===== config.mk =====
export PLATFORM = sky130hd
export DESIGN_NAME = mem_phase_seq
export DESIGN_NICKNAME = d
export VERILOG_FILES = /design/src/rtl/mem_phase_seq.sv
export SDC_FILE = /design/constraint.sdc
export NUM_CORES = 1
export LEC_CHECK = 0
export ABC_AREA = 1
export CAP_MARGIN = 5
export CORE_UTILIZATION = 44
export CTS_BUF_LIST = sky130_fd_sc_hd__clkbuf_8 sky130_fd_sc_hd__clkbuf_16
export DETAILED_ROUTE_END_ITERATION = 6
export PLACE_DENSITY = 0.82
export SYNTH_ARGS = -nofsm -noshare
export SYNTH_HDL_FRONTEND = slang
export SYNTH_SLANG_ARGS = --single-unit

===== constraint.sdc =====
create_clock -name clk -period 2.1 [get_ports clk]
set_input_delay 0.42 -clock clk [delete_from_list [all_inputs] [get_ports clk]]
set_output_delay 0.42 -clock clk [all_outputs]
set_load 0.005 [all_outputs]

===== src/rtl/mem_phase_seq.sv =====
// mem_phase_seq: request-side sequencer for the dual-fetch instruction/data RAM.
// One accepted request walks the RAM through i1re -> i2re -> dre -> gwe, then
// presents both fetched instructions and the data read result with a one-cycle
// rsp_valid pulse. gwe is also the core's global write enable.
// Optional feature macro: MEMSEQ_WR_FORWARD_EN (a read+write request returns the
// written data instead of the RAM's pre-write contents).
module mem_phase_seq #(
    parameter int DATA_W = 16
) (
    input  logic              clk,
    input  logic              rst,
    input  logic              req_valid,
    output logic              req_ready,
    input  logic [15:0]       req_i1addr,
    input  logic [15:0]       req_i2addr,
    input  logic [15:0]       req_daddr,
    input  logic              req_dre,
    input  logic              req_dwe,
    input  logic [DATA_W-1:0] req_din,
    output logic              i1re,
    output logic              i2re,
    output logic              dre,
    output logic              gwe,
    output logic [15:0]       i1addr,
    output logic [15:0]       i2addr,
    output logic [15:0]       daddr,
    output logic [DATA_W-1:0] din,
    output logic              dwe,
    input  logic [15:0]       i1out,
    input  logic [15:0]       i2out,
    input  logic [DATA_W-1:0] dout,
    output logic              rsp_valid,
    output logic [15:0]       rsp_i1,
    output logic [15:0]       rsp_i2,
    output logic [DATA_W-1:0] rsp_dout
);

    typedef enum logic [2:0] {
        IDLE = 3'd0,
        P1   = 3'd1,
        P2   = 3'd2,
        P3   = 3'd3,
        P4   = 3'd4
    } state_t;

    state_t state;

    // Request fields needed after the accept edge. The first fetch address is
    // driven straight onto i1addr at accept, so it needs no holding copy.
    logic [15:0]       lat_i2addr;
    logic [15:0]       lat_daddr;
    logic              lat_dre;
    logic              lat_dwe;
    logic [DATA_W-1:0] lat_din;

    logic              accept;
    logic [DATA_W-1:0] dout_sel;

    // req_ready is only high in IDLE and P4, so this is the only accept point.
    assign accept = req_valid & req_ready;

`ifdef MEMSEQ_WR_FORWARD_EN
    // A request carries a single data address, so read+write always targets
    // the same word; return the value being written.
    assign dout_sel = (lat_dre & lat_dwe) ? lat_din : dout;
`else
    // The RAM reads before it writes, so dout is the pre-write contents.
    assign dout_sel = dout;
`endif

    // Hold the accepted request; inputs changing while busy are not observed.
    always_ff @(posedge clk) begin
        if (accept) begin
            lat_i2addr <= req_i2addr;
            lat_daddr  <= req_daddr;
            lat_dre    <= req_dre;
            lat_dwe    <= req_dwe;
            lat_din    <= req_din;
        end
    end

    // Phase sequencer with registered strobes, addresses and response capture.
    always_ff @(posedge clk) begin
        if (rst) begin
            state     <= IDLE;
            i1re      <= 1'b0;
            i2re      <= 1'b0;
            dre       <= 1'b0;
            gwe       <= 1'b0;
            dwe       <= 1'b0;
            req_ready <= 1'b1;
            rsp_valid <= 1'b0;
            rsp_i1    <= '0;
            rsp_i2    <= '0;
            rsp_dout  <= '0;
            i1addr    <= '0;
            i2addr    <= '0;
            daddr     <= '0;
            din       <= '0;
        end else begin
            rsp_valid <= 1'b0;
            case (state)
                IDLE: begin
                    if (req_valid) begin
                        state     <= P1;
                        i1re      <= 1'b1;
                        i1addr    <= req_i1addr;
                        req_ready <= 1'b0;
                    end
                end
                P1: begin
                    state  <= P2;
                    i1re   <= 1'b0;
                    i2re   <= 1'b1;
                    i2addr <= lat_i2addr;
                end
                P2: begin
                    // i1out became valid after the P1 read; dre always fires
                    // because the RAM uses it to multiplex i2out.
                    state  <= P3;
                    i2re   <= 1'b0;
                    dre    <= 1'b1;
                    daddr  <= lat_daddr;
                    dwe    <= lat_dwe;
                    din    <= lat_din;
                    rsp_i1 <= i1out;
                end
                P3: begin
                    state     <= P4;
                    dre       <= 1'b0;
                    dwe       <= 1'b0;
                    gwe       <= 1'b1;
                    req_ready <= 1'b1;
                    rsp_i2    <= i2out;
                end
                P4: begin
                    gwe       <= 1'b0;
                    rsp_valid <= 1'b1;
                    if (lat_dre) begin
                        rsp_dout <= dout_sel;
                    end
                    if (req_valid) begin
                        // Back-to-back: start the next transaction with no gap.
                        state     <= P1;
                        i1re      <= 1'b1;
                        i1addr    <= req_i1addr;
                        req_ready <= 1'b0;
                    end else begin
                        state <= IDLE;
                    end
                end
                default: begin
                    state <= IDLE;
                end
            endcase
        end
    end

endmodule


==> results of run 1 <==
==> per-stage QoR <==
step                utilization  hold WS, ns  cell area [um2]  setup slack, ns  instances
CTS                       0.678        0.448             9450            0.270       1164
global route              0.678        0.465             9450            0.268       1164
detailed placement        0.636        0.433             8860            0.443       1132
finish                    0.678        0.447             9450            0.327       1164
global placement          0.636        0.428             8860            0.451       1132
floorplan                     -        0.442             6330            0.253        740
==> worst paths after layout <==
path,startpoint,end,slack [ns],depth (start not counted)
worst max-delay path,req_ready$_SDFFE_PP1P_,req_ready,0.33,1
worst min-delay path,rsp_i2[14]$_SDFFE_PP0P_,rsp_i2[14]$_SDFFE_PP0P_,0.45,2
worst max register to register,state[1]$_SDFFE_PP0P_,daddr[1]$_SDFFE_PP0P_,0.60,6
worst min register to register,rsp_i2[14]$_SDFFE_PP0P_,rsp_i2[14]$_SDFFE_PP0P_,0.45,2
==> Yosys cell counts, drive strengths merged <==
library cell | n | area share
o21ai | 16 | 0.013
a21oi | 23 | 0.018
edfxtp | 50 | 0.24
nor3 | 1 | 0.0026
clkbuf | 10 | 0.0059
nand4 | 33 | 0.033
clkinv | 1 | 0.0014
nand3 | 3 | 0.0040
nor2 | 149 | 0.090
buf | 29 | 0.030
nand2 | 203 | 0.12
inv | 100 | 0.059
dfxtp | 122 | 0.39
==> cell type report <==
class / count / area, um2 / share of cell area
Tap cell: 180 / 225 / 0.0238
Inverter: 101 / 384 / 0.0407
Clock buffer: 17 / 425 / 0.0450
Multi-Input combinational cell: 428 / 1790 / 0.189
Sequential cell: 172 / 3940 / 0.417
Timing Repair Buffer: 251 / 2520 / 0.267
Clock inverter: 15 / 158 / 0.0167
==> power breakdown <==
group / total, uW / internal, uW / switching [uW]
sequential: 3840 / 3710 / 132
combinational: 1340 / 730 / 609
clock: 3070 / 1850 / 1220
==> cell usage in the layout, fill, tap and decap left out, drive strengths merged <==
cell,n
nand4,33
clkbuf,17
o21ai,16
nor3,1
edfxtp,50
clkdlybuf4s50,235
nor2,149
clkinv,8
bufinv,3
nand3,3
dfxtp,122
inv,104
nand2,203
clkinvlp,1
buf,16
a21oi,23
==> worst min-delay path: cells and delay by family, from the launching register on <==
kind / cells / cell delay, ns
AND/OR/NAND/NOR: 2 / 0.10
flip-flops: 1 / 0.32
==> cells by family after synthesis <==
| logic type | Yosys count | share of synthesized area |
|---|---|---|
| simple gates | 389 | 0.250 |
| flops | 172 | 0.623 |
| compound gates | 39 | 0.0308 |
| buf+inv | 140 | 0.0963 |
==> layer usage <==
metal	routed length, um	track usage	vias up
met5	0	0	-
met2	7520	0.345	178
met3	1110	0.0641	17
li1	-	-	2730
met4	230	0.0810	0
met1	6460	0.250	2322
==> metrics.cfg, run 1 <==
[drt]
first_pass_iters = 4
routed_wl_um = 15300
antenna_left = 0
vias = 5247
post_drt_via_cell_ratio = 4.51
drt-initial-drc-count = 351
wl_per_cell_um = 13.2
drc = 0

[floorplan]
fp.dieH_um = 122
die_w_um = 122
initial_core_util = 0.454
dieArea_um2 = 14900
row_count = 43
ios = 236
core_um2 = 13900

[clock_tree]
holdBufCountCts = 0
clk_latency_ns = 0.41
path_clk_slew_ns = 0.06
clockRootBuffer = clkbuf_16
cts_tree = built
htree_levels = 4
cts_setup_buffers = 0
clock_sinks = 172
numCtsBuffers = 17
cts.path.max_buffers = 2
ctsResizeCount = 0

[global_route]
grt-ovfl-total = 0
grt_start_max_net_pins = 81
grt_pass1_vias = 4800
track_usage = 0.207
grt_pass1_wl_um = 23400
antenna_found_initial = 1

[final_layout]
antennaDiodeCount = 0
syn_to_final_growth_pct = 49.3
fillers = 1086
nets = 1088
drive_above_1_share = 0.0549

[flow_run]
timing.max_cap.violations = 0

[timing]
post-route-period-util = 0.844
fin_skew_ns = 0.00654
rsz0062_at_grt = no
setup_viol = 0
fin_setup_tns_ns = 0
worst_pin_slew_ns = 0.391
fmax_mhz = 564
hold_violations = 0
slew_headroom = 0.739
period_minus_slack_ns = 1.77
slew_violations = 0

[power_and_ir_drop]
p_leak_uw = 0.00406
powerDensity_nw_per_um2 = 873
p_total_uw = 8240
ir_worst_vdd_uv = 552

[worst_setup_path]
critPathLaunchType = flip-flop
cp_max_fo = 3
cp_num_buf_inv = 1
cp.arrival_ns = 1.35
path_cells = clkdlybuf4s50_1
crit_slowest_cell = clkdlybuf4s50_1
cp.required_ns = 1.68
path_class = reg2out
slowest_delay_ns = 0.54
cp_top_family = buffers and inverters
end_kind = output pin

[worst_hold_path]
hp-class = reg2reg

[outcome]
outcome = finished, final reports clean

[place]
placement.io_buffers = 235
routabilityCongestion = 0.785
dpl.hpwl_um = 10800

[yosys]
synthCells = 740
synth_cell_type_count = 21
avgSynthCellArea_um2 = 8.55
synth_area_um2 = 6330
ys_seq_area_frac = 0.623
ys_warn_count = 0
ys_ff_latch = 172
syn_nets = 857

Note: power is estimated with default switching activity, not from simulation.
==> run 2, diff against run 1 <==
==> constraint.sdc (replaced) <==
create_clock -name clk -period 1.8 [get_ports clk]
set_input_delay 0.36 -clock clk [delete_from_list [all_inputs] [get_ports clk]]
set_output_delay 0.36 -clock clk [all_outputs]
set_load 0.005 [all_outputs]
==> metrics.cfg, run 2 (synthesis gave the netlist of run 1 again) <==
[power_and_ir_drop]
pwr-share-comb = 0.160  ; was 0.162
ir_worst_vdd_uv = 625  ; was 552 uV
powerDensity_nw_per_um2 = 1030  ; was 873 nW/um2
switching_share = 0.235  ; was 0.237
intPower_uw = 7470  ; was 6290 uW
p_sw_uw = 2290  ; was 1960 uW
pwr-share-seq = 0.459  ; was 0.466
clock_power_share = 0.382  ; was 0.372
p_leak_uw = 0.00407  ; was 0.00406 uW

[timing]
setup_viol = 0  ; unchanged
period_minus_slack_ns = 1.71
hold_violations = 0  ; unchanged
worst_pin_slew_ns = 0.400  ; was 0.391 ns
fin_setup_tns_ns = 0  ; unchanged
slew_headroom = 0.733  ; was 0.739
fin_skew_ns = 0.0119  ; was 0.00654 ns
slew_violations = 0  ; unchanged
fmax_mhz = 586
post-route-period-util = 0.948
rsz0062_at_grt = no  ; unchanged
layout_setup_ws_ns = 0.0934  ; was 0.327 ns

[drt]
drt-initial-drc-count = 319  ; was 351
first_pass_iters = 5  ; was 4
antenna_left = 0  ; unchanged
routed_wl_um = 15400  ; was 15300 um
post_drt_via_cell_ratio = 4.54  ; was 4.51
drc = 0  ; unchanged
vias = 5279  ; was 5247
wl_per_cell_um = 13.3  ; was 13.2 um

[clock_tree]
htree_levels = 4  ; unchanged
holdBufCountCts = 0  ; unchanged
ctsResizeCount = 0  ; unchanged
cts.path.max_buffers = 2  ; unchanged
cts_tree = built  ; unchanged
cts_setup_buffers = 0  ; unchanged
clockRootBuffer = clkbuf_16  ; unchanged
path_clk_slew_ns = 0.06  ; about the same
clock_sinks = 172  ; unchanged
numCtsBuffers = 17  ; unchanged
clk_latency_ns = 0.41  ; about the same

[floorplan]
die_w_um = 122  ; unchanged
core_um2 = 13900  ; unchanged
initial_core_util = 0.454  ; unchanged
row_count = 43  ; unchanged
fp.dieH_um = 122  ; unchanged
dieArea_um2 = 14900  ; unchanged
ios = 236  ; unchanged

[global_route]
track_usage = 0.207  ; about the same
grt_pass1_wl_um = 23400  ; about the same
grt-ovfl-total = 0  ; unchanged
grt_start_max_net_pins = 63  ; was 81
grt_pass1_vias = 4787  ; was 4800
antenna_found_initial = 2  ; was 1

[worst_setup_path]
critPathLaunchType = flip-flop  ; unchanged
cp_max_fo = 3  ; unchanged
path_cells = clkdlybuf4s50_1  ; unchanged
slowest_delay_ns = 0.53  ; was 0.54 ns
cp.arrival_ns = 1.35  ; about the same
cp_top_family = buffers and inverters  ; unchanged
end_kind = output pin  ; unchanged
cp.required_ns = 1.44  ; was 1.68 ns
path_class = reg2out  ; unchanged
crit_slowest_cell = clkdlybuf4s50_1  ; unchanged
cp_num_buf_inv = 1  ; unchanged

[final_layout]
syn_to_final_growth_pct = 49.7  ; was 49.3%
nets = 1087  ; was 1088
layout_commonest_cell = clkdlybuf4s50_1  ; unchanged
fillers = 1084  ; was 1086
regArea_um2 = 3940  ; unchanged
antennaDiodeCount = 0  ; unchanged
drive_above_1_share = 0.0539  ; was 0.0549
multi_input_area_um2 = 1790  ; unchanged
mostFrequentLayoutCells = 235 x clkdlybuf4s50_1, 202 x nand2_1, 147 x nor2_1  ; unchanged

[outcome]
outcome = finished, final reports clean  ; unchanged

[place]
routabilityCongestion = 0.783  ; was 0.785
pre_cts_ws_ns = 0.184  ; was 0.443 ns
placement.io_buffers = 235  ; unchanged
dpl.hpwl_um = 10600  ; was 10800 um

[flow_run]
timing.max_cap.violations = 0  ; unchanged

[worst_hold_path]
hp-class = reg2reg  ; unchanged

-- run 2: cell types whose count changed in the layout (fill, tap and decap cells not counted) --
cell,delta
clkinvlp_4,-1
bufinv_16,+1
buf_12,+1
buf_4,-2
-- run 2: power groups by stage --
stage	registers [uW]	clock network, uW	logic, uW
detailed placement	4560	0	1560
finish	4480	3730	1560
CTS	4480	3810	1580
global placement	4550	0	1530
global route	4510	3970	1730
floorplan	4560	0	675
-- run 2: path summary, 6_finish.rpt --
check	from	slack [ns]	end	depth (start not counted)
worst max register to register	state[1]$_SDFFE_PP0P_	0.26	din[1]$_SDFFE_PP0P_	6
worst min register to register	rsp_i2[7]$_SDFFE_PP0P_	0.44	rsp_i2[7]$_SDFFE_PP0P_	2
worst max-delay path	req_ready$_SDFFE_PP1P_	0.09	req_ready	1
worst min-delay path	rsp_i2[7]$_SDFFE_PP0P_	0.44	rsp_i2[7]$_SDFFE_PP0P_	2
-- run 2: cell type report --
class	count	area share
clock inverter	15	0.0190
timing repair buffer	250	0.267
clock buffer	17	0.0449
tap	180	0.0238
inverter	101	0.0405
sequential	172	0.416
multi-input combinational	428	0.189
-- run 2: through the flow --
stage / utilization / hold slack (ns) / total power, uW / instances / area (um2)
after floorplan: - / 0.442 / 5240 / 740 / 6330
after global placement: 0.637 / 0.427 / 6090 / 1131 / 8870
after detailed placement: 0.637 / 0.432 / 6120 / 1131 / 8870
after CTS: 0.680 / 0.447 / 9870 / 1163 / 9480
after global routing: 0.680 / 0.459 / 10200 / 1163 / 9480
final: 0.680 / 0.443 / 9770 / 1163 / 9480
-- run 2: per-layer routing --
layer,GRT usage,routed length (um)
met1,0.237,6380
met2,0.350,7590
met3,0.0730,1120
met4,0.0872,304
met5,0,13
==> run 3, diff against run 2 <==
--- a/config.mk
+++ b/config.mk
@@ -7,10 +7,10 @@
 export LEC_CHECK = 0
 export ABC_AREA = 1
 export CAP_MARGIN = 5
-export CORE_UTILIZATION = 44
+export CORE_UTILIZATION = 47
 export CTS_BUF_LIST = sky130_fd_sc_hd__clkbuf_8 sky130_fd_sc_hd__clkbuf_16
 export DETAILED_ROUTE_END_ITERATION = 6
-export PLACE_DENSITY = 0.82
+export PLACE_DENSITY = 0.86
 export SYNTH_ARGS = -nofsm -noshare
 export SYNTH_HDL_FRONTEND = slang
 export SYNTH_SLANG_ARGS = --single-unit
==> constraint.sdc (replaced) <==
create_clock -name clk -period 2.08 [get_ports clk]
set_input_delay 0.416 -clock clk [delete_from_list [all_inputs] [get_ports clk]]
set_output_delay 0.416 -clock clk [all_outputs]
set_load 0.005 [all_outputs]
==> metrics.cfg, run 3 (synthesis gave the netlist of run 1 again) <==
[worst_hold_path]
hold_end = rsp_i2[10]$_SDFFE_PP0P_  ; was rsp_i2[7]$_SDFFE_PP0P_
min_from = rsp_i2[10]$_SDFFE_PP0P_  ; was rsp_i2[7]$_SDFFE_PP0P_
hp-class = reg2reg  ; unchanged
hold_depth = 2  ; unchanged

[power_and_ir_drop]
ir_worst_vdd_uv = 636  ; was 625 uV
powerDensity_nw_per_um2 = 858  ; was 1030 nW/um2
p_total_uw = 8050  ; was 9770 uW
p_leak_uw = 0.00404  ; was 0.00407 uW

[drt]
top_layer_used = met4  ; was met5
post_drt_via_cell_ratio = 4.60  ; was 4.54
dr_wl_met3_um = 1110  ; was 1120 um
drc = 0  ; unchanged
wl_met1_um = 6190  ; was 6380 um
wl_per_cell_um = 13.2  ; was 13.3 um
vias = 5323  ; was 5279
routed_wl_um = 15300  ; was 15400 um
first_pass_iters = 4  ; was 5
drt-initial-drc-count = 335  ; was 319
antenna_left = 0  ; unchanged
met2WireLength_um = 7700  ; was 7590 um

[floorplan]
die_w_um = 118  ; was 122 um
dieArea_um2 = 13900  ; was 14900 um2
ios = 236  ; unchanged
fp.dieH_um = 118  ; was 122 um
row_count = 42  ; was 43
initial_core_util = 0.480  ; was 0.454
core_um2 = 13200  ; was 13900 um2

[worst_setup_path]
cp.arrival_ns = 1.32  ; was 1.35 ns
cp_top_family = buffers and inverters  ; unchanged
end_kind = output pin  ; unchanged
cp_num_buf_inv = 1  ; unchanged
critPathLaunchType = flip-flop  ; unchanged
r2r-start = state[0]$_SDFFE_PP0P_  ; was state[1]$_SDFFE_PP0P_
slowest_delay_ns = 0.55  ; was 0.53 ns
cp.required_ns = 1.66  ; was 1.44 ns
worst-r2r-cell-count = 6  ; unchanged
crit_slowest_cell = clkdlybuf4s50_1  ; unchanged
cp_max_fo = 3  ; unchanged
path_class = reg2out  ; unchanged
path_cells = clkdlybuf4s50_1  ; unchanged
worstReg2RegEnd = rsp_i1[4]$_SDFFE_PP0P_  ; was din[1]$_SDFFE_PP0P_
r2r_setup_slack_ns = 0.41  ; was 0.26 ns

[place]
routabilityCongestion = 0.792  ; was 0.783
dpl_cell_area_um2 = 8840  ; was 8870 um2
dpl.hpwl_um = 10700  ; was 10600 um
dp_cells = 1126  ; was 1131
placement.io_buffers = 235  ; unchanged

[flow_run]
timing.max_cap.violations = 0  ; unchanged

[global_route]
grt_start_max_net_pins = 101  ; was 63
antenna_found_initial = 1  ; was 2
grt_pass1_vias = 5147  ; was 4787
grt-ovfl-total = 0  ; unchanged
grt_pass1_wl_um = 24800  ; was 23400 um
track_usage = 0.228  ; was 0.207

[clock_tree]
holdBufCountCts = 0  ; unchanged
numCtsBuffers = 17  ; unchanged
clockRootBuffer = clkbuf_16  ; unchanged
path_clk_slew_ns = 0.06  ; about the same
cts_setup_buffers = 0  ; unchanged
cts.path.max_buffers = 2  ; unchanged
ctsResizeCount = 0  ; unchanged
htree_levels = 4  ; unchanged
clock_sinks = 172  ; unchanged
cts_tree = built  ; unchanged
clk_latency_ns = 0.41  ; about the same

[timing]
worst_pin_slew_ns = 0.494  ; was 0.400 ns
fin_setup_tns_ns = 0  ; unchanged
period_minus_slack_ns = 1.74
fmax_mhz = 575
slew_headroom = 0.670  ; was 0.733
post-route-period-util = 0.836
hold_violations = 0  ; unchanged
fin_skew_ns = 0.0121  ; was 0.0119 ns
rsz0062_at_grt = no  ; unchanged
slew_violations = 0  ; unchanged
setup_viol = 0  ; unchanged

[final_layout]
syn_to_final_growth_pct = 48.3  ; was 49.7%
layout_commonest_cell = clkdlybuf4s50_1  ; unchanged
fillers = 994  ; was 1084
mostFrequentLayoutCells = 235 x clkdlybuf4s50_1, 202 x nand2_1, 147 x nor2_1  ; unchanged
drive_above_1_share = 0.0519  ; was 0.0539
final_cells = 1158  ; was 1163
nets = 1086  ; was 1087
antennaDiodeCount = 0  ; unchanged
final_area_um2 = 9390  ; was 9480 um2

[outcome]
outcome = finished, final reports clean  ; unchanged

[run 3: cell types whose count changed in the layout (fill, tap and decap cells not counted), sizes merged]
cell      before  now
buf           15   14
clkinv         8    6
clkinvlp       0    1
inv          104  106
clkbuf        17   20
bufinv         4    0
[run 3: worst max path at each step]
stage / start / to / slack (ns) / cells after the start
floorplan: req_valid / lat_daddr[0]$_DFFE_PP_ / 0.24 / 2
global route: state[0]$_SDFFE_PP0P_ / rsp_i1[3]$_SDFFE_PP0P_ / 0.25 / 6
global placement: rst / rsp_i2[15]$_SDFFE_PP0P_ / 0.38 / 6
finish: req_ready$_SDFFE_PP1P_ / req_ready / 0.34 / 1
detailed placement: rst / rsp_i2[13]$_SDFFE_PP0P_ / 0.31 / 6
CTS: dre$_SDFFE_PP0P_ / dre / 0.31 / 1
[run 3: metal layers]
| metal | track usage | vias to the layer above |
|---|---|---|
| li1 | - | 2716 |
| met1 | 0.259 | 2372 |
| met2 | 0.385 | 213 |
| met3 | 0.0732 | 22 |
| met4 | 0.111 | 0 |
| met5 | 0 | - |
[run 3: report_power, final]
group          internal, uW  total (uW)  leakage (uW)  switching, uW
Sequential             3740        3880       0.00148            141
Clock                  1630        2830      0.000288           1200
Combinational           728        1330       0.00228            603
[run 3: area by class of cell]
class                      instances  area, um2  area share
clock buffer                      20        478      0.0509
tap                              176        220      0.0235
multi-input combinational        428       1790       0.191
timing repair buffer             249       2510       0.267
sequential                       172       3940       0.420
clock inverter                    12       62.6     0.00667
inverter                         101        384      0.0409
[run 3: worst reg2reg max path: cells and delay by family, from the launching register on]
family | cells | cell delay (ns)
buffers and inverters | 1 | 0.33
DFF | 1 | 0.63
and+or+nand+nor | 5 | 0.59
[run 3: metrics by stage]
step,setup WS (ns),utilization,hold WS [ns]
after floorplan,0.237,-,0.442
after global placement,0.380,0.671,0.433
after detailed placement,0.306,0.671,0.434
after CTS,0.312,0.712,0.448
after global routing,0.250,0.712,0.461
final,0.340,0.712,0.448
